### config.mk
export PLATFORM = sky130hd
export DESIGN_NAME = fifo_wr_arbiter
export DESIGN_NICKNAME = d
export VERILOG_FILES = /design/src/rtl/fifo_wr_arbiter.sv
export SDC_FILE = /design/constraint.sdc
export NUM_CORES = 1
export LEC_CHECK = 0
export ABC_CLOCK_PERIOD_IN_PS = 4100
export CORE_ASPECT_RATIO = 1.5
export CORE_MARGIN = 3
export CORE_UTILIZATION = 25
export CTS_CLUSTER_DIAMETER = 50
export DETAILED_ROUTE_END_ITERATION = 6
export PLACE_DENSITY = 0.65
export REMOVE_ABC_BUFFERS = 1
export SLEW_MARGIN = 20
export SYNTH_ARGS = -nofsm -noshare
export SYNTH_HDL_FRONTEND = slang
export SYNTH_SLANG_ARGS = --single-unit
### constraint.sdc
create_clock -name clk_i -period 4.1 [get_ports clk_i]
set_input_delay 0.82 -clock clk_i [delete_from_list [all_inputs] [get_ports clk_i]]
set_output_delay 0.82 -clock clk_i [all_outputs]
set_load 0.01 [all_outputs]
### src/rtl/fifo_wr_arbiter.sv
// rtl/fifo_wr_arbiter.sv - round-robin arbiter sharing one fifo_mem write port among NREQ producers
module fifo_wr_arbiter #(
  parameter int NREQ  = 4,
  parameter int DW    = 8,
  parameter int DEPTH = 16,
  parameter int CW    = 5,
  parameter int IW    = 2
) (
  input  logic               clk_i,
  input  logic               rst_i,
  input  logic [NREQ-1:0]    req_valid_i,
  input  logic [NREQ*DW-1:0] req_data_i,
  output logic [NREQ-1:0]    req_ready_o,
  input  logic               pause_i,
  input  logic               fifo_pop_i,
  input  logic               fifo_overflow_i,
  output logic               fifo_wr_o,
  output logic [DW-1:0]      fifo_data_o,
  output logic [IW-1:0]      fifo_src_o,
  output logic [CW-1:0]      occupancy_o,
  output logic               err_overflow_o,
  output logic               err_underflow_o
);

  localparam logic [CW-1:0] DEPTH_C = CW'(DEPTH);
  localparam logic [IW-1:0] LAST_C  = IW'(NREQ - 1);
  localparam logic [IW:0]   NREQ_C  = (IW+1)'(NREQ);

  logic [IW-1:0] rr_ptr_q, rr_ptr_d;
  logic          fifo_wr_q, fifo_wr_d;
  logic [DW-1:0] fifo_data_q, fifo_data_d;
  logic [IW-1:0] fifo_src_q, fifo_src_d;
  logic [CW-1:0] occ_q, occ_d;
  logic          err_ovf_q, err_ovf_d;
  logic          err_unf_q, err_unf_d;

  logic          grant_en;
  logic          found;
  logic [IW-1:0] grant_idx;
  logic [IW:0]   scan_sum;
  logic          accept;
  logic          pop_ok;

  // A pop in the same cycle never frees a slot for a grant: only the registered count matters.
  assign grant_en = !rst_i && !pause_i && (occ_q < DEPTH_C);

  // Scan from the requester after the last winner, wrapping modulo NREQ; first valid one wins.
  always_comb begin
    found     = 1'b0;
    grant_idx = '0;
    scan_sum  = '0;
    for (int k = 1; k <= NREQ; k++) begin
      scan_sum = {1'b0, rr_ptr_q} + (IW+1)'(k);
      if (scan_sum >= NREQ_C) begin
        scan_sum = scan_sum - NREQ_C;
      end
      if (!found && req_valid_i[scan_sum[IW-1:0]]) begin
        found     = 1'b1;
        grant_idx = scan_sum[IW-1:0];
      end
    end
  end

  assign accept      = grant_en && found;
  assign req_ready_o = accept ? (NREQ'(1) << grant_idx) : '0;
  assign pop_ok      = fifo_pop_i && (occ_q != '0);

  // Next-state: register the winner's byte, advance the pointer, track occupancy and sticky errors.
  always_comb begin
    rr_ptr_d    = rr_ptr_q;
    fifo_wr_d   = 1'b0;
    fifo_data_d = fifo_data_q;
    fifo_src_d  = fifo_src_q;
    occ_d       = occ_q;
    err_ovf_d   = err_ovf_q || fifo_overflow_i;
    err_unf_d   = err_unf_q || (fifo_pop_i && (occ_q == '0));
    if (accept) begin
      fifo_wr_d   = 1'b1;
      fifo_data_d = req_data_i[grant_idx*DW +: DW];
      fifo_src_d  = grant_idx;
      rr_ptr_d    = grant_idx;
    end
    if (accept && !pop_ok) begin
      occ_d = occ_q + CW'(1);
    end else if (!accept && pop_ok) begin
      occ_d = occ_q - CW'(1);
    end
  end

  // State register; reset puts the pointer on the last index so requester 0 is searched first.
  always_ff @(posedge clk_i) begin
    if (rst_i) begin
      rr_ptr_q    <= LAST_C;
      fifo_wr_q   <= 1'b0;
      fifo_data_q <= '0;
      fifo_src_q  <= '0;
      occ_q       <= '0;
      err_ovf_q   <= 1'b0;
      err_unf_q   <= 1'b0;
    end else begin
      rr_ptr_q    <= rr_ptr_d;
      fifo_wr_q   <= fifo_wr_d;
      fifo_data_q <= fifo_data_d;
      fifo_src_q  <= fifo_src_d;
      occ_q       <= occ_d;
      err_ovf_q   <= err_ovf_d;
      err_unf_q   <= err_unf_d;
    end
  end

  assign fifo_wr_o       = fifo_wr_q;
  assign fifo_data_o     = fifo_data_q;
  assign fifo_src_o      = fifo_src_q;
  assign occupancy_o     = occ_q;
  assign err_overflow_o  = err_ovf_q;
  assign err_underflow_o = err_unf_q;

endmodule
==> impl_results.md, run 1 <==
- Maximum VDD drop: 189.5 uV
- Reg2Reg Capture Point: occupancy_o[4]
- Post-Layout Cell Count: 278
- Area contributors post-synth: dfxtp_1, mux2_2, o211ai_2, mux2i_1, nand3_1
- ANT nets after route: 0
- Initial antenna violation count: 0
- Worst min-delay path startpoint: fifo_src_o[1]
- Post-synth cell types: 35
- Vias in the first global route: about 1300
- Power Total: 0.8594 mW
- Width of the chip: 64.85 um
- Die ar.: about 0.0061 sq mm
- DP Cell Count: approximately 270
- Post-synth top flop: dfxtp_1
- Initial DRC count: 73
- Max Clock Skew: 1.929 ps
- Critical setup path kind: input pin to primary output
- CTS Hold Bufs: 0
- Clock sink total: 20
- Worst r2r src: occupancy_o[1]
- Maximum clock frequency: ~280 MHz
- Share of cells above drive strength 1: 16.98%
- Synthesis-to-finish area growth: 57.32%
- CTS buffer count: 3
- Crit. End Element: primary output
- Clock Tree Root: clkbuf_8
- Core region area: 0.004926 sq mm
- RSZ-0062 raised after global routing: no
- Top-area cell type share of the netlist area: 30.83%
- Hold EP: fifo_src_o[1]
- Setup TNS: 0 ps
- Die height: 94.28 um
- DRT Pass-1 Iters: 4
- Fillers: 506
- CP max FO: 7
- Diode count: 0
- Resize count post-CTS: 0
- Initial Util: 26.37%
- Cells after Synth: 147
- Row cnt: 31
- YS warnings: 0
- Dpl hpwl: between 2000 and 3000 um
- R2R cell count: 10
- WP data arrival: 2800 ps
- Setup violations, final: 0
- Max Transition Viols Final: 0
- Synthesized area: 0.001299 sq mm
- Number of placed I/O pins: 63
- Final hold vios: 0
- Worst skew pair latency: 260 ps
- GPL Wtd Cong: approximately 0.76
- Hold/Removal Path Class: flip-flop to flip-flop
- Avg Inst Size Synth: around 9 sq um
- Slew @ Worst Pin: 398.8 ps
- Final #Nets: 259
- Required time worst endpoint: 3280 ps
- Hold Worst Slack: 459.5 ps
- Largest net degree at the start of global routing: 14
- Gr ovfl total: 0
- Final period utilization: between 80 and 90%
- Vias: 1272
- Drt drc: 0
- Status: finished clean
- Routed len/inst: 12.68 um
- First-pass GRT wire length: 5906 um
- Number of synthesized flops with an enable pin: 0
- Hold depth: 2
- CTS max path bufs: 2
- Gr usage total: between 10% and 20%
- Rel. slew slack: between 70% and 80%
- Cell taking the most area after synthesis: dfxtp_1
- Seq/Total Area, Yosys: around 31%
- Setup bufs post-CTS: 0
- Element type at the critical path start: input pin
- Fraction of registers with async set or reset after synthesis: 0%
- Detailed Route WL: 3524 um
- Period minus WS final: 3621 ps
- TritonCTS clock tree: built
- Number of vias per cell: ~4.6
- Htree depth: 1
- Port bufs: 62
- Clk slew on worst S/H paths: 80 ps
- Register-to-register setup slack: 1280 ps
- Max-cap viol count: 0
- PwrDens: 420.6 mW/mm^2
- P_leak: 0.7941 nW
- Number of synthesized register bits: 20
[critical path, stage by stage]
cell and delay (ps):
clkdlybuf4s50_1 440, nor3_1 320, nand2_2 150, or2_2 400, nor2b_1 130, clkdlybuf4s50_1 540
[how the worst max path moves through the flow]
| stage | from | endpoint | slack, ps |
|---|---|---|---|
| 2_1_floorplan | req_valid_i[2] | req_ready_o[1] | 840 |
| 3_3_place_gp | req_valid_i[1] | occupancy_o[4] | 350 |
| 3_5_place_dp | req_valid_i[1] | occupancy_o[4] | 280 |
| 4_1_cts | rst_i | req_ready_o[3] | 430 |
| 5_1_grt | rst_i | req_ready_o[3] | 320 |
| 6_report | rst_i | req_ready_o[3] | 480 |
[cell usage in the layout, fill, tap and decap left out, types with 3 or more instances in the layout]
| cell type | netlist | routed |
|---|---|---|
| ha_1 | 4 | 4 |
| dfxtp_1 | 20 | 20 |
| mux2i_1 | 9 | 9 |
| buf_4 | 3 | 6 |
| o21ai_0 | 3 | 3 |
| clkdlybuf4s50_1 | 0 | 62 |
| a21oi_1 | 8 | 8 |
| clkbuf_8 | 1 | 4 |
| o211ai_2 | 8 | 8 |
| inv_1 | 6 | 6 |
| nor2_1 | 13 | 13 |
| mux2_2 | 9 | 9 |
| nand3_1 | 16 | 16 |
| nand2_1 | 15 | 15 |
| nor2b_1 | 5 | 5 |
[synthesized netlist by cell type, drive strengths merged, types with 2 or more instances]
cell type and n:
dfxtp 20, nand2 16, nand3 16, nor2 14, a21oi 9, mux2 9
mux2i 9, o211ai 8, inv 7, buf 5, nor2b 5, ha 4
o21ai 4, clkbuf 2, nand2b 2, nor3 2, or2 2, or4 2
xnor2 2
[metrics by stage]
step | util [%] | worst slack (ps) | area [sq um]
after floorplan | - | 841.4 | 1236
after global placement | 40.36 | 348.1 | 1988
after detailed placement | 40.36 | 280.6 | 1988
after CTS | 41.48 | 434.4 | 2043
after global routing | 41.48 | 316.7 | 2043
final | 41.48 | 479.5 | 2043
[power breakdown]
group,internal [mW],switching [mW],leakage (nW)
sequential,0.239,0.0366,0.165
combinational,0.238,0.192,0.600
clock,0.0855,0.0678,0.0288
[routing by layer]
metal | share of wire [%] | GRT usage [%]
met5 | 0 | 0
met4 | 1.1 | 3.880
met3 | 8.7 | 3.952
met2 | 49 | 21.35
met1 | 41 | 13.60
[registers in the layout, indices dropped and copies added (netlist names)]
| register | flops |
|---|---|
| rr_ptr_q | 2 |
| occupancy_o | 5 |
| err_underflow_o | 1 |
| fifo_src_o | 2 |
| fifo_wr_o | 1 |
| err_overflow_o | 1 |
| fifo_data_o | 8 |
[logic make-up (layout without fill, tap and decap cells)]
family,after synthesis,count (layout),share of synthesized area (%)
AOI/OAI and AO/OA,26,26,17.15
DFF,20,20,30.83
and+or+nand+nor,61,61,23.03
muxes,18,18,14.74
buffers and inverters,14,79,6.839
adders and majority gates,5,5,5.395
xor gates and xnor gates,3,3,2.023
[cell type report]
type	instances	area, sq um	area share [%]
multi-input combinational	113	813.3	39.80
timing repair buffer	68	665.6	32.58
sequential	20	400.4	19.60
tap	66	82.58	4.042
clock buffer	4	55.05	2.694
inverter	7	26.28	1.286
No activity file was read; power rests on OpenSTA's default activity.
==> run 2, diff against run 1 <==
- SKIP_CTS_REPAIR_TIMING: not set -> 1
==> results of run 2 <==
The final DEF is identical to that of run 1; final timing and power are the same.
==> run 3, diff against run 2 <==
- REMOVE_ABC_BUFFERS: 1 -> not set
==> run 3 against run 2 <==
- sequential share of layout area did not move
- cell count did not move
- global-route usage rose by 0.064 points
- hold slack improved by 3.7 ps
- power barely moved
- core utilization did not move
- register-to-register slack barely moved
- die area did not move
==> impl_results.md, run 3 (synthesis gave the netlist of run 1 again) <==
- Power Total: 0.8587 mW (about the same)
- Post-place setup slack: 367.0 ps (+86.38 ps)
- Period minus WS final: 3677 ps (+56.31 ps)
- Final Cell Area: 0.002043 sq mm (unchanged)
- Share of cells above drive strength 1: 16.98% (unchanged)
- CP Cell Sequence: clkdlybuf4s50_1, or4_1, nand2_2, inv_2, buf_4, nand2_1, nor2_1, clkdlybuf4s50_1
- Most used cell, CP: clkdlybuf4s50_1
- GPL Wtd Cong: 0.7460 (-1.8%)
- Most frequent cells in the layout: clkdlybuf4s50_1, dfxtp_1, nand3_1, nand2_1, nor2_1
- Vias: 1283 (+0.86%)
- Critical setup path kind: input pin to primary output
- Synthesis-to-finish area growth: 57.32% (unchanged)
- Max-cap viol count: 0 (unchanged)
- Slew @ Worst Pin: 325.3 ps (-73.43 ps)
- Final hold vios: 0 (unchanged)
- Worst min-delay path startpoint: fifo_src_o[1]
- Hold Worst Slack: 463.1 ps (+3.673 ps)
- WP data arrival: 2860 ps (+60 ps)
- CP startpoint: req_valid_i[1]
- Routed len/inst: 12.91 um (+1.9%)
- Clk slew on worst S/H paths: 80 ps (about the same)
- Max reg flops: 8 (unchanged)
- Leading cell type in the layout, fill and taps excluded: clkdlybuf4s50_1
- DRT Pass-1 Iters: 4 (unchanged)
- PwrDens: 420.3 mW/mm^2 (about the same)
- Port bufs: 62 (unchanged)
- Max Transition Viols Final: 0 (unchanged)
- Dpl hpwl: 2908 um (+2.0%)
- Number of placed I/O pins: 63 (unchanged)
- Required time worst endpoint: 3280 ps (about the same)
- Top Family by Delay on Critical Path: buffers and inverters
- ANT nets after route: 0 (unchanged)
- Max incr delay on CP: 570 ps (+30 ps)
- RSZ-0062 raised after global routing: no
- Rel. slew slack: 78.14% (+4.7 points)
- Initial antenna violation count: 0 (unchanged)
- Detailed Route WL: 3590 um (+1.9%)
- Element type at the critical path start: input pin
- Final period utilization: 89.68% (+1.4 points)
- Diode count: 0 (unchanged)
- Final #Nets: 259 (unchanged)
- Clock Tree Root: clkbuf_8
- Worst skew pair latency: 250 ps (about the same)
- CTS max path bufs: 2 (unchanged)
- Largest net degree at the start of global routing: 21 (+7)
- Initial DRC count: 37 (-49%)
- CTS buffer count: 3 (unchanged)
- Clock sink total: 20 (unchanged)
- Initial Util: 26.37% (unchanged)
- TritonCTS clock tree: built
- Status: finished clean
- Htree depth: 1 (unchanged)
- Setup violations, final: 0 (unchanged)
- Maximum VDD drop: 270.1 uV (+43%)
- Die ar.: 0.006114 sq mm (unchanged)
- Drt drc: 0 (unchanged)
- Slowest library cell on the worst path: or4_1
- Number of vias per cell: 4.615 (+0.86%)
- Buf+Inv Stages, Crit Path: 4 (+2)
- Hold/Removal Path Class: flip-flop to flip-flop
- First-pass GRT wire length: 5899 um (-0.12%)
- Synth Net Count: ~190
- Max Clock Skew: 2.329 ps (+0.3994 ps)
- Gr ovfl total: 0 (unchanged)
- Vias in the first global route: 1231 (-5.1%)
- Width of the chip: 64.85 um (unchanged)
- Core region area: 0.004926 sq mm (unchanged)
- CP max FO: 20 (+13)
- Setup WS post-layout: 423.2 ps (-56.31 ps)
- Die height: 94.28 um (unchanged)
- P_leak: 0.7941 nW (unchanged)
- Row cnt: 31 (unchanged)
- Gr usage total: 12.21% (+0.064 points)
- Post-placement cell area: 0.001988 sq mm (unchanged)
- Maximum clock frequency: 272.0 MHz (-1.5%)
- Crit. End Element: primary output
- Setup TNS: 0 ps (unchanged)
- Worst r2r src: occupancy_o[1]
-- run 3: cell counts in the layout (fill, tap and decap cells not counted) --
Identical to the previous run, type by type.
-- run 3: worst min-delay path, cell delays in order (launching register included) --
cell and delay, ps:
dfxtp_1 310, nand2_1 50, a21oi_1 50
-- run 3: area by class of cell --
class	count	area [sq um]
Clock buffer	4	55.05
Fill cell	517	2883
Inverter	7	26.28
Multi-Input combinational cell	113	813.3
Sequential cell	20	400.4
Tap cell	66	82.58
Timing Repair Buffer	68	665.6
-- run 3: final timing paths --
path	to	cells after the start	slack, ps
max reg2reg	occupancy_o[4]	10	1270
min reg2reg	fifo_src_o[1]	2	460
max	req_ready_o[0]	8	420
min	fifo_src_o[1]	2	460
-- run 3: routing by layer --
metal  global-route usage [%]  vias to the layer above  part of all wire [%]
li1                         -                      642                     -
met1                    14.38                      592                    40
met2                    21.61                       47                    51
met3                    3.473                        2                   8.4
met4                    2.646                        0                  0.53
met5                        0                        -                     0
-- run 3: per-stage QoR --
step / util (%) / std cells
4_1_cts: 41.48 / 278
3_3_place_gp: 40.36 / 274
6_report: 41.48 / 278
2_1_floorplan: - / 147
5_1_grt: 41.48 / 278
3_5_place_dp: 40.36 / 274
-- run 3: power breakdown --
part	internal, mW	switching, mW
sequential	0.239	0.0376
combinational	0.239	0.192
clock	0.0854	0.0660
total	0.563	0.295
